### config.mk
export PLATFORM = sky130hd
export DESIGN_NAME = imem_port_arbiter_flat
export DESIGN_NICKNAME = d
export VERILOG_FILES = /design/src/rtl/imem_port_arbiter_if.sv /design/src/rtl/imem_port_arbiter.sv /design/src/flat_wrapper.sv
export SDC_FILE = /design/constraint.sdc
export NUM_CORES = 1
export LEC_CHECK = 0
export CORE_AREA = 2 2 88 90
export CTS_CLUSTER_DIAMETER = 80
export DETAILED_ROUTE_END_ITERATION = 10
export DIE_AREA = 0 0 90 92
export GPL_ROUTABILITY_DRIVEN = 0
export PLACE_DENSITY = 0.73
export SLEW_MARGIN = 20
export SYNTH_ARGS = -nofsm -noshare
export SYNTH_HDL_FRONTEND = slang
export SYNTH_SLANG_ARGS = --single-unit
### constraint.sdc
create_clock -name clk -period 2.49 [get_ports clk]
set_input_delay 0.3735 -clock clk [delete_from_list [all_inputs] [get_ports clk]]
set_output_delay 0.3735 -clock clk [all_outputs]
set_load 0.03 [all_outputs]
### src/rtl/imem_port_arbiter_if.sv
// imem_port_arbiter_if
//   Bundles the fetch, loader, control/status and instruction-RAM port signals
//   of the instruction memory arbiter.
//   master : arbiter side (drives stall/valid/insn, ld_ready, status, memory controls)
//   slave  : environment side (core fetch stage, loader, RAM)
interface imem_port_arbiter_if #(
   parameter int unsigned INSN_WIDTH      = 32,
   parameter int unsigned ADDR_WIDTH      = 32,
   parameter int unsigned MEM_INDEX_WIDTH = 10
);
   // core fetch port
   logic                       fetch_req;
   logic [ADDR_WIDTH-1:0]      fetch_addr;
   logic                       fetch_stall;
   logic                       fetch_valid;
   logic [INSN_WIDTH-1:0]      fetch_insn;
   // loader write port
   logic                       ld_valid;
   logic                       ld_ready;
   logic [ADDR_WIDTH-1:0]      ld_addr;
   logic [INSN_WIDTH-1:0]      ld_data;
   logic                       ld_last;
   // control / status
   logic                       boot_start;
   logic                       hold_req;
   logic                       cpu_hold;
   logic [MEM_INDEX_WIDTH:0]   load_count;
   logic                       ld_range_err;
   // instruction RAM port
   logic                       mem_en;
   logic                       mem_we;
   logic [MEM_INDEX_WIDTH-1:0] mem_index;
   logic [INSN_WIDTH-1:0]      mem_wdata;
   logic [INSN_WIDTH-1:0]      mem_rdata;

   modport master (
      input  fetch_req, fetch_addr, ld_valid, ld_addr, ld_data, ld_last,
             boot_start, hold_req, mem_rdata,
      output fetch_stall, fetch_valid, fetch_insn, ld_ready, cpu_hold,
             load_count, ld_range_err, mem_en, mem_we, mem_index, mem_wdata
   );

   modport slave (
      output fetch_req, fetch_addr, ld_valid, ld_addr, ld_data, ld_last,
             boot_start, hold_req, mem_rdata,
      input  fetch_stall, fetch_valid, fetch_insn, ld_ready, cpu_hold,
             load_count, ld_range_err, mem_en, mem_we, mem_index, mem_wdata
   );
endinterface

### src/rtl/imem_port_arbiter.sv
// imem_port_arbiter
//   Sequences boot/load of the instruction RAM and arbitrates its single
//   synchronous-read port between core fetches and loader writes (loader wins).
//   Ports:
//     clk  - clock
//     rst  - asynchronous, active-low reset
//     bus  - imem_port_arbiter_if.master: fetch port, loader handshake,
//            boot/hold control, load status, RAM control/data
module imem_port_arbiter #(
   parameter int unsigned INSN_WIDTH      = 32,
   parameter int unsigned ADDR_WIDTH      = 32,
   parameter int unsigned MEM_OFFSET      = 2,
   parameter int unsigned MEM_INDEX_WIDTH = 10
) (
   input logic                    clk,
   input logic                    rst,
   imem_port_arbiter_if.master    bus
);

   typedef enum logic [1:0] {
      HOLD   = 2'd0,
      SWITCH = 2'd1,
      RUN    = 2'd2
   } state_t;

   localparam logic [MEM_INDEX_WIDTH:0] LOAD_MAX = {1'b1, {MEM_INDEX_WIDTH{1'b0}}};
   localparam logic [MEM_INDEX_WIDTH:0] LOAD_ONE = (MEM_INDEX_WIDTH+1)'(1);

   state_t                   state_q, state_d;
   logic                     fetch_valid_q, fetch_valid_d;
   logic [MEM_INDEX_WIDTH:0] load_count_q, load_count_d;
   logic                     ld_range_err_q, ld_range_err_d;

   logic ld_ready;
   logic ld_fire;
   logic fetch_grant;
   logic addr_high_nz;
   logic unused_addr_bits;

   // Only the word-index slice of each address drives the RAM.
   assign unused_addr_bits = ^{bus.fetch_addr, bus.ld_addr};
   assign addr_high_nz     = (bus.ld_addr >> (MEM_OFFSET + MEM_INDEX_WIDTH)) != '0;

   // ld_ready is gated by rst so nothing is accepted or written while in reset.
   assign ld_ready    = rst && (state_q != SWITCH);
   assign ld_fire     = bus.ld_valid && ld_ready;
   assign fetch_grant = rst && (state_q == RUN) && bus.fetch_req && !ld_fire;

   // state register and status flops
   always_ff @(posedge clk or negedge rst) begin
      if (!rst) begin
         state_q        <= HOLD;
         fetch_valid_q  <= 1'b0;
         load_count_q   <= '0;
         ld_range_err_q <= 1'b0;
      end else begin
         state_q        <= state_d;
         fetch_valid_q  <= fetch_valid_d;
         load_count_q   <= load_count_d;
         ld_range_err_q <= ld_range_err_d;
      end
   end

   // next-state logic
   always_comb begin
      state_d = state_q;
      unique case (state_q)
         HOLD:    if ((ld_fire && bus.ld_last) || bus.boot_start) state_d = SWITCH;
         SWITCH:  state_d = RUN;
         RUN:     if (bus.hold_req) state_d = HOLD;
         default: state_d = HOLD;
      endcase
   end

   // status next values
   always_comb begin
      fetch_valid_d  = fetch_grant;
      ld_range_err_d = ld_range_err_q || (ld_fire && addr_high_nz);
      load_count_d   = load_count_q;
      if ((state_q == RUN) && bus.hold_req) begin
         // A new session starts on return to HOLD; a write in that same
         // cycle is its first word.
         load_count_d = ld_fire ? LOAD_ONE : '0;
      end else if (ld_fire && (load_count_q != LOAD_MAX)) begin
         load_count_d = load_count_q + LOAD_ONE;
      end
   end

   // output logic
   always_comb begin
      bus.cpu_hold    = (state_q != RUN);
      bus.ld_ready    = ld_ready;
      bus.fetch_stall = bus.fetch_req && !fetch_grant;
      bus.mem_en      = 1'b0;
      bus.mem_we      = 1'b0;
      bus.mem_index   = bus.fetch_addr[MEM_OFFSET +: MEM_INDEX_WIDTH];
      bus.mem_wdata   = bus.ld_data;
      if (ld_fire) begin
         bus.mem_en    = 1'b1;
         bus.mem_we    = 1'b1;
         bus.mem_index = bus.ld_addr[MEM_OFFSET +: MEM_INDEX_WIDTH];
      end else if (fetch_grant) begin
         bus.mem_en    = 1'b1;
      end
   end

   assign bus.fetch_valid  = fetch_valid_q;
   assign bus.fetch_insn   = bus.mem_rdata;
   assign bus.load_count   = load_count_q;
   assign bus.ld_range_err = ld_range_err_q;

endmodule

### src/flat_wrapper.sv
// flat-port wrapper written by rule: the top's interface ports become plain ports
module imem_port_arbiter_flat 
#(
   parameter int unsigned INSN_WIDTH      = 32,
   parameter int unsigned ADDR_WIDTH      = 32,
   parameter int unsigned MEM_OFFSET      = 2,
   parameter int unsigned MEM_INDEX_WIDTH = 10
)
  (clk, rst, bus_fetch_req, bus_fetch_addr, bus_ld_valid, bus_ld_addr, bus_ld_data, bus_ld_last, bus_boot_start, bus_hold_req, bus_mem_rdata, bus_fetch_stall, bus_fetch_valid, bus_fetch_insn, bus_ld_ready, bus_cpu_hold, bus_load_count, bus_ld_range_err, bus_mem_en, bus_mem_we, bus_mem_index, bus_mem_wdata);
  imem_port_arbiter_if #(.INSN_WIDTH(INSN_WIDTH), .ADDR_WIDTH(ADDR_WIDTH), .MEM_INDEX_WIDTH(MEM_INDEX_WIDTH)) bus_i ();
  input logic clk;
  input logic rst;
  input wire logic [$bits(bus_i.fetch_req)-1:0] bus_fetch_req;
  input wire logic [$bits(bus_i.fetch_addr)-1:0] bus_fetch_addr;
  input wire logic [$bits(bus_i.ld_valid)-1:0] bus_ld_valid;
  input wire logic [$bits(bus_i.ld_addr)-1:0] bus_ld_addr;
  input wire logic [$bits(bus_i.ld_data)-1:0] bus_ld_data;
  input wire logic [$bits(bus_i.ld_last)-1:0] bus_ld_last;
  input wire logic [$bits(bus_i.boot_start)-1:0] bus_boot_start;
  input wire logic [$bits(bus_i.hold_req)-1:0] bus_hold_req;
  input wire logic [$bits(bus_i.mem_rdata)-1:0] bus_mem_rdata;
  output wire logic [$bits(bus_i.fetch_stall)-1:0] bus_fetch_stall;
  output wire logic [$bits(bus_i.fetch_valid)-1:0] bus_fetch_valid;
  output wire logic [$bits(bus_i.fetch_insn)-1:0] bus_fetch_insn;
  output wire logic [$bits(bus_i.ld_ready)-1:0] bus_ld_ready;
  output wire logic [$bits(bus_i.cpu_hold)-1:0] bus_cpu_hold;
  output wire logic [$bits(bus_i.load_count)-1:0] bus_load_count;
  output wire logic [$bits(bus_i.ld_range_err)-1:0] bus_ld_range_err;
  output wire logic [$bits(bus_i.mem_en)-1:0] bus_mem_en;
  output wire logic [$bits(bus_i.mem_we)-1:0] bus_mem_we;
  output wire logic [$bits(bus_i.mem_index)-1:0] bus_mem_index;
  output wire logic [$bits(bus_i.mem_wdata)-1:0] bus_mem_wdata;
  assign bus_i.fetch_req = bus_fetch_req;
  assign bus_i.fetch_addr = bus_fetch_addr;
  assign bus_i.ld_valid = bus_ld_valid;
  assign bus_i.ld_addr = bus_ld_addr;
  assign bus_i.ld_data = bus_ld_data;
  assign bus_i.ld_last = bus_ld_last;
  assign bus_i.boot_start = bus_boot_start;
  assign bus_i.hold_req = bus_hold_req;
  assign bus_i.mem_rdata = bus_mem_rdata;
  assign bus_fetch_stall = bus_i.fetch_stall;
  assign bus_fetch_valid = bus_i.fetch_valid;
  assign bus_fetch_insn = bus_i.fetch_insn;
  assign bus_ld_ready = bus_i.ld_ready;
  assign bus_cpu_hold = bus_i.cpu_hold;
  assign bus_load_count = bus_i.load_count;
  assign bus_ld_range_err = bus_i.ld_range_err;
  assign bus_mem_en = bus_i.mem_en;
  assign bus_mem_we = bus_i.mem_we;
  assign bus_mem_index = bus_i.mem_index;
  assign bus_mem_wdata = bus_i.mem_wdata;
  imem_port_arbiter #(.INSN_WIDTH(INSN_WIDTH), .ADDR_WIDTH(ADDR_WIDTH), .MEM_OFFSET(MEM_OFFSET), .MEM_INDEX_WIDTH(MEM_INDEX_WIDTH)) u_core (.clk(clk), .rst(rst), .bus(bus_i));
endmodule
==> summary.md, run 1 <==
| Metric | Value |
|---|---|
| Primary FF master, synth | dfrtp_1 |
| R2R Path End | u_core.bus.load_count[8] |
| Post-CTS Hold Buffers | 0 |
| Area leader, netlist | buf_4 |
| Post-DP HPWL | around 3.2 mm |
| FP Rows | 32 |
| Hold Path Sink | u_core.bus.ld_range_err |
| Final WL | ~4 mm |
| Initial antenna violation count | 0 |
| CTS sink count | 15 |
| ANT cells | 0 |
| Max clock buf depth | 2 |
| Clock power frac | about 18% |
| Synth Cell Area | 1480 um2 |
| Slew of the pin with the lowest slew margin | 0.338 ns |
| Reg clk slew, reported paths | 0.06 ns |
| GR Util met3 | under 10% |
| Share of layout cells above drive strength 1 | around 15% |
| Via count | around 1.3k |
| Arrival time worst endpoint | about 1.8 ns |
| Register-to-Register Path Depth | 5 |
| Synthesized Nets | approximately 320 |
| Root buf cell | clkbuf_8 |
| Share of the synthesized area in the top cell type | 32.9% |
| Reg2reg setup slack | about 0.76 ns |
| FMAX | around 0.46 GHz |
| RSZ-0062 raised after global routing | false |
| Most frequent cells after synthesis | 65 x buf_4, 34 x nand2_1, 15 x dfrtp_1 |
| Hold Crit Class | flip-flop to flip-flop |
| Critical path class | input port to output port |
| TritonCTS buffer count | 3 |
| Starting Density | approximately a fifth |
| Worst-Skew Late Latency | roughly 0.25 ns |
| M2 GR Usage | ~18% |
| Internal Power | approximately 0.00066 W |
| Tcrit/Tclk final | 87.5% |
| Vias in the first global route | approximately 1.3k |
| Post-CTS Setup Bufs | 0 |
| Die Wd | ~90 um |
| Worst Setup SP | bus_ld_valid |
| Setup crit end kind | output port |
| Flop and latch count out of synthesis | 15 |
| Logic pwr share | between 50 and 60% |
| CP startpoint kind | input port |
| Synth Area in XOR/XNOR | 1.18% |
| Wire per inst | between 10 and 15 um |
| Synth top area cells | buf_4 33%, dfrtp_1 25%, nand2_1 8.6% |
| H-tree levels | 1 |
| First-pass GRT wire length | 6.53 mm |
| Sequential area share after synthesis | 25.3% |
| Total Power | between 0.001 and 0.0015 W |
| Mean post-synth cell area | ~8 um2 |
| Critical Path RT | between 2 and 2.5 ns |
| R2R Path Start | u_core.bus.load_count[0] |
| Pwr dens | approximately 600 nW/um2 |
| Die area | 8280 um2 |
| Register share of total power | around 30% |
| Gr usage total | under 10% |
| Synthesized-area fraction occupied by adder cells | under 10% |
| Nets | 339 |
| VDD IR-drop max | 0.165 mV |
| WHS Path Cells | 1 |
| Total gr overflow | 0 |
| Largest net degree at the start of global routing | 16 |
| Cell variety after synth | 38 |
| Worst hold margin | roughly 0.46 ns |
| Count of final setup violators | 0 |
| Synth Area in Compound Gates | under 10% |
| Gr busiest metal | met2 |
| Critical path fanouts, max | 14 |
| Area Growth Syn to Fin | 27.7% |
| Via density | 4.17 |
| Core ar. | 7450 um2 |
| CTS resizes | 0 |
| Iteration-0 DRC Markers | 107 |
| Switching share of power | around 41% |
| DRT antenna net count | 0 |
| DR pass1 iterations | 4 |
| Ports | approximately 230 |
| Lkg Pwr | between 0.8 and 0.9 nW |
| IO Port Bufs | 74 |
| Final max-slew violation count | 0 |
| GR Util met1 | a little under a tenth |
| Clock Skew | roughly 0.0030 ns |
| Multiplexer area fraction after synthesis | 0% |
| Setup TNS | 0 ns |
| Mapped Cells | about 190 |
| Post-synth EDFFs | 0 |
| Number of remaining DRC errors | 0 |
| Outcome | finished, final reports clean |
| Minimum clock period | 2.18 ns |
| Net Sw Power | approximately 0.00046 W |
| Synth Area in Simple Gates | a little over a quarter |
| Synth warn | 0 |
| Top-count cell post-synth | buf_4 |
| FFs w/ async S/R, synth | 100% |
| Largest family of logic cells by synthesized area | buffers and inverters |
| Hold Path Origin | u_core.bus.ld_range_err |
| Rel. slew slack | 77.4% |
| CTS tree | yes |
| Final hold vios | 0 |
| Max Cap Violations | 0 |
| Die height | roughly 92 um |
| # fillers | roughly 820 |
==> cell families (layout without fill, tap and decap cells) <==
group                      after synthesis  after routing
xor gates and xnor gates                 2              2
and+or+nand+nor                         74             74
AOI/OAI and AO/OA                       20             20
adders and majority gates                2              2
buffers and inverters                   73             88
DFF                                     15             15
==> critical path: stages <==
cell and delay, ns:
clkdlybuf4s50_1 0.59, nand3_1 0.13, inv_1 0.18, buf_4 0.23
nand2_1 0.07, nand2_1 0.07, buf_4 0.16
==> metal layers <==
| metal | routed length [um] | vias up | part of all wire (%) |
|---|---|---|---|
| li1 | - | 602 | - |
| met1 | 1460 | 594 | 37 |
| met2 | 2110 | 53 | 53 |
| met3 | 331 | 13 | 8.3 |
| met4 | 99 | 0 | 2.5 |
| met5 | 0 | - | 0 |
==> power groups by stage <==
stage | clock [W] | combinational [W] | sequential, W
final | 0.000199 | 0.000576 | 0.000337
after global routing | 0.000215 | 0.000622 | 0.000343
after CTS | 0.000203 | 0.000583 | 0.000336
after detailed placement | 0 | 0.000580 | 0.000339
after global placement | 0 | 0.000575 | 0.000334
after floorplan | 0 | 0.000465 | 0.000372
==> per-stage QoR <==
stage               util, %  instance area (um2)  cells  setup WS [ns]
detailed placement     24.8                 1850    299          0.282
floorplan                 -                 1480    186          0.629
finish                 25.4                 1890    303          0.310
CTS                    25.4                 1890    303          0.289
global placement       24.8                 1850    299          0.295
global route           25.4                 1890    303          0.188
==> sequential cells by signal (all words and copies together) (netlist names) <==
register / count
u_core.bus.load_count: 11
u_core.bus.fetch_valid: 1
u_core.state_q: 2
u_core.bus.ld_range_err: 1
==> final cells by class <==
| type | count | area (um2) | share of cell area, % |
|---|---|---|---|
| Sequential cell | 15 | 375 | 19.8 |
| Timing Repair Buffer | 80 | 751 | 39.6 |
| Multi-Input combinational cell | 98 | 581 | 30.6 |
| Tap cell | 102 | 128 | 6.74 |
| Clock buffer | 4 | 45.0 | 2.38 |
| Inverter | 4 | 15.0 | 0.793 |
==> how the worst max path moves through the flow <==
stage	end	cells after the start	slack (ns)
2_1_floorplan	bus_fetch_stall	6	0.63
3_3_place_gp	bus_mem_index[3]	7	0.29
3_5_place_dp	bus_mem_index[4]	7	0.28
4_1_cts	bus_mem_index[4]	7	0.29
5_1_grt	bus_mem_index[3]	7	0.19
6_report	bus_mem_index[7]	7	0.31
==> layout by cell type (no fill, tap or decap), drive strengths merged <==
master,n
or4b,1
or2b,1
or3,2
clkdlybuf4s50,60
buf,20
o31ai,1
a31oi,1
nand3,4
nor4,8
clkbuf,4
o21ai,4
nand2b,1
dfrtp,15
a21oi,5
a41o,2
nand4b,1
a211o,1
o211ai,1
or4,2
nor2b,1
nand2,34
nand3b,1
nor2,5
o31a,1
and2,1
nand4,7
and3,4
inv,4
xor2,2
o21a,1
nor3,1
a211oi,2
a21o,1
ha,2
No activity file was read; power rests on OpenSTA's default activity.
==> inputs of run 2 (changes only) <==
--- a/config.mk
+++ b/config.mk
@@ -9,8 +9,8 @@
 export CTS_CLUSTER_DIAMETER = 80
 export DETAILED_ROUTE_END_ITERATION = 10
 export DIE_AREA = 0 0 90 92
+export DONT_BUFFER_PORTS = 1
 export GPL_ROUTABILITY_DRIVEN = 0
-export PLACE_DENSITY = 0.73
 export SLEW_MARGIN = 20
 export SYNTH_ARGS = -nofsm -noshare
 export SYNTH_HDL_FRONTEND = slang
==> summary.md, run 2 (synthesis results as in run 1) <==
| Metric | Value |
|---|---|
| Most common cell after layout, fill and taps aside | nand2_1 |
| DR pass1 iterations | 4 |
| Number of flip-flops in the largest register | 11 |
| Final hold vios | 0 |
| Arrival time worst endpoint | approximately 1.9 ns |
| Largest net degree at the start of global routing | 20 |
| Critical path class | flip-flop to output port |
| Via count | ~1k |
| VDD IR-drop max | roughly 0.15 mV |
| Vias in the first global route | about 1000 |
| Max clock buf depth | 2 |
| # fillers | 850 |
| Initial antenna violation count | 0 |
| TritonCTS buffer count | 3 |
| Critical Path RT | between 2 and 2.5 ns |
| DRT antenna net count | 0 |
| Via density | ~4.5 |
| Number of remaining DRC errors | 0 |
| ANT cells | 0 |
| Gr usage total | between 8 and 9% |
| Minimum clock period | 2.27 ns |
| Non-filler instance count after layout | around 230 |
| Hold Crit Class | input port to flip-flop |
| Ports | approximately 230 |
| Setup TNS | 0 ns |
| R2R Path Start | u_core.bus.load_count[1] |
| DP Cell Count | between 200 and 250 |
| Share of layout cells above drive strength 1 | 14.0% |
| Critical path fanouts, max | 19 |
| Die area | slightly above 8000 um2 |
| Total gr overflow | 0 |
| Starting Density | between 10% and 20% |
| Lkg Pwr | roughly 0.54 nW |
| Worst Setup SP | u_core.state_q[1] |
| Die height | between 90 and 100 um |
| CTS sink count | 15 |
| Clock Skew | ~0.0037 ns |
| Nets | ~270 |
| Final instance area | around 1200 um2 |
| Setup crit end kind | output port |
| Critical path's largest stage delay | 0.48 ns |
| Cell chain of the critical path | nand2b_4 -> nand3_1 -> inv_1 -> nor2_1 -> nor2b_1 -> buf_4 |
| Final max-slew violation count | 0 |
| Core ar. | between 7000 and 8000 um2 |
| Reg clk slew, reported paths | approximately 0.060 ns |
| Post-DP Area | approximately 1200 um2 |
| RSZ-0062 raised after global routing | false |
| CP startpoint kind | flip-flop |
| Count of final setup violators | 0 |
| Die Wd | 90 um |
| CP max-delay cell | inv_1 |
| Outcome | finished, final reports clean |
| Rel. slew slack | 50.4% |
| IO Port Bufs | 0 |
| FP Rows | 32 |
| Most frequent cells in the layout | 34 x nand2_1, 15 x dfrtp_1, 8 x nor4_1 |
| Reg2reg setup slack | about 0.55 ns |
| Wire per inst | 15.2 um |
| Hold Path Origin | bus_hold_req |
| Max Cap Violations | 0 |
| CTS tree | yes |
| Pwr dens | approximately 770 nW/um2 |
| Final WL | about 3.5 mm |
| Area Growth Syn to Fin | -16.9% |
| Tcrit/Tclk final | 91.1% |
| Iteration-0 DRC Markers | 50 |
| Post-DP HPWL | 2.71 mm |
| H-tree levels | 1 |
| Worst-Skew Late Latency | roughly 0.25 ns |
| Slew of the pin with the lowest slew margin | 0.742 ns |
| Post-CTS Setup Bufs | 0 |
| First-pass GRT wire length | 5.26 mm |
| FMAX | 0.441 GHz |
| Root buf cell | clkbuf_8 |
[run 2: cell count changes in the layout (fill, tap and decap cells not counted)]
cell,change
clkdlybuf4s50_1,-60
buf_4,-15
buf_12,+2
clkbuf_1,-1
clkinv_2,+1
dlygate4sd3_1,+1
[run 2: where the power goes]
group,total [W],leakage (nW),switching (W),internal (W)
Clock,0.000200,0.0255,0.0000894,0.000111
Sequential,0.000361,0.199,0.0000800,0.000281
Combinational,0.000390,0.319,0.000260,0.000129
Total,0.000951,0.543,0.000429,0.000521
[run 2: metal layers]
| layer | share of wire [%] | track usage (%) |
|---|---|---|
| met5 | 0 | 0 |
| met4 | 2.1 | 3.85 |
| met3 | 11 | 3.62 |
| met2 | 54 | 15.5 |
| met1 | 33 | 7.41 |
[run 2: worst max-delay path, delay by kind of cell, from the launching register on]
family	cells	cell delay, ns
and+or+nand+nor	4	0.57
buffers and inverters	2	0.65
DFF	1	0.41
[run 2: repair_timing]
action / 4_1_cts / 5_1_grt
hold buffers: 1 / 0
endpoints found under the hold margin: 15 / 0
resized for setup: 0 / 0
[run 2: final timing paths]
path / depth (start not counted) / end
min in group asynchronous: 1 / u_core.bus.load_count[7]
max in group asynchronous: 1 / u_core.bus.ld_range_err
min: 1 / u_core.state_q[1]
max reg2reg: 5 / u_core.bus.load_count[8]
max: 6 / bus_fetch_stall
min reg2reg: 1 / u_core.state_q[0]
[run 2: per-stage QoR]
| step | setup slack, ns | utilization (%) | total power, W | hold slack, ns |
|---|---|---|---|---|
| after floorplan | 0.629 | - | 0.000837 | 0.0779 |
| after global placement | 0.541 | 15.8 | 0.000746 | 0.0786 |
| after detailed placement | 0.474 | 15.8 | 0.000758 | 0.0787 |
| after CTS | 0.196 | 16.5 | 0.000970 | 0.242 |
| after global routing | 0.0494 | 16.5 | 0.00102 | 0.246 |
| final | 0.222 | 16.5 | 0.000951 | 0.247 |
[run 2: cell type report]
class                      count  area [um2]  area share (%)
sequential                    15         375            30.5
clock buffer                   3        41.3            3.35
clock inverter                 1        5.00           0.406
timing repair buffer           8        87.6            7.11
tap                          102         128            10.4
inverter                       4        15.0            1.22
multi-input combinational     98         581            47.1
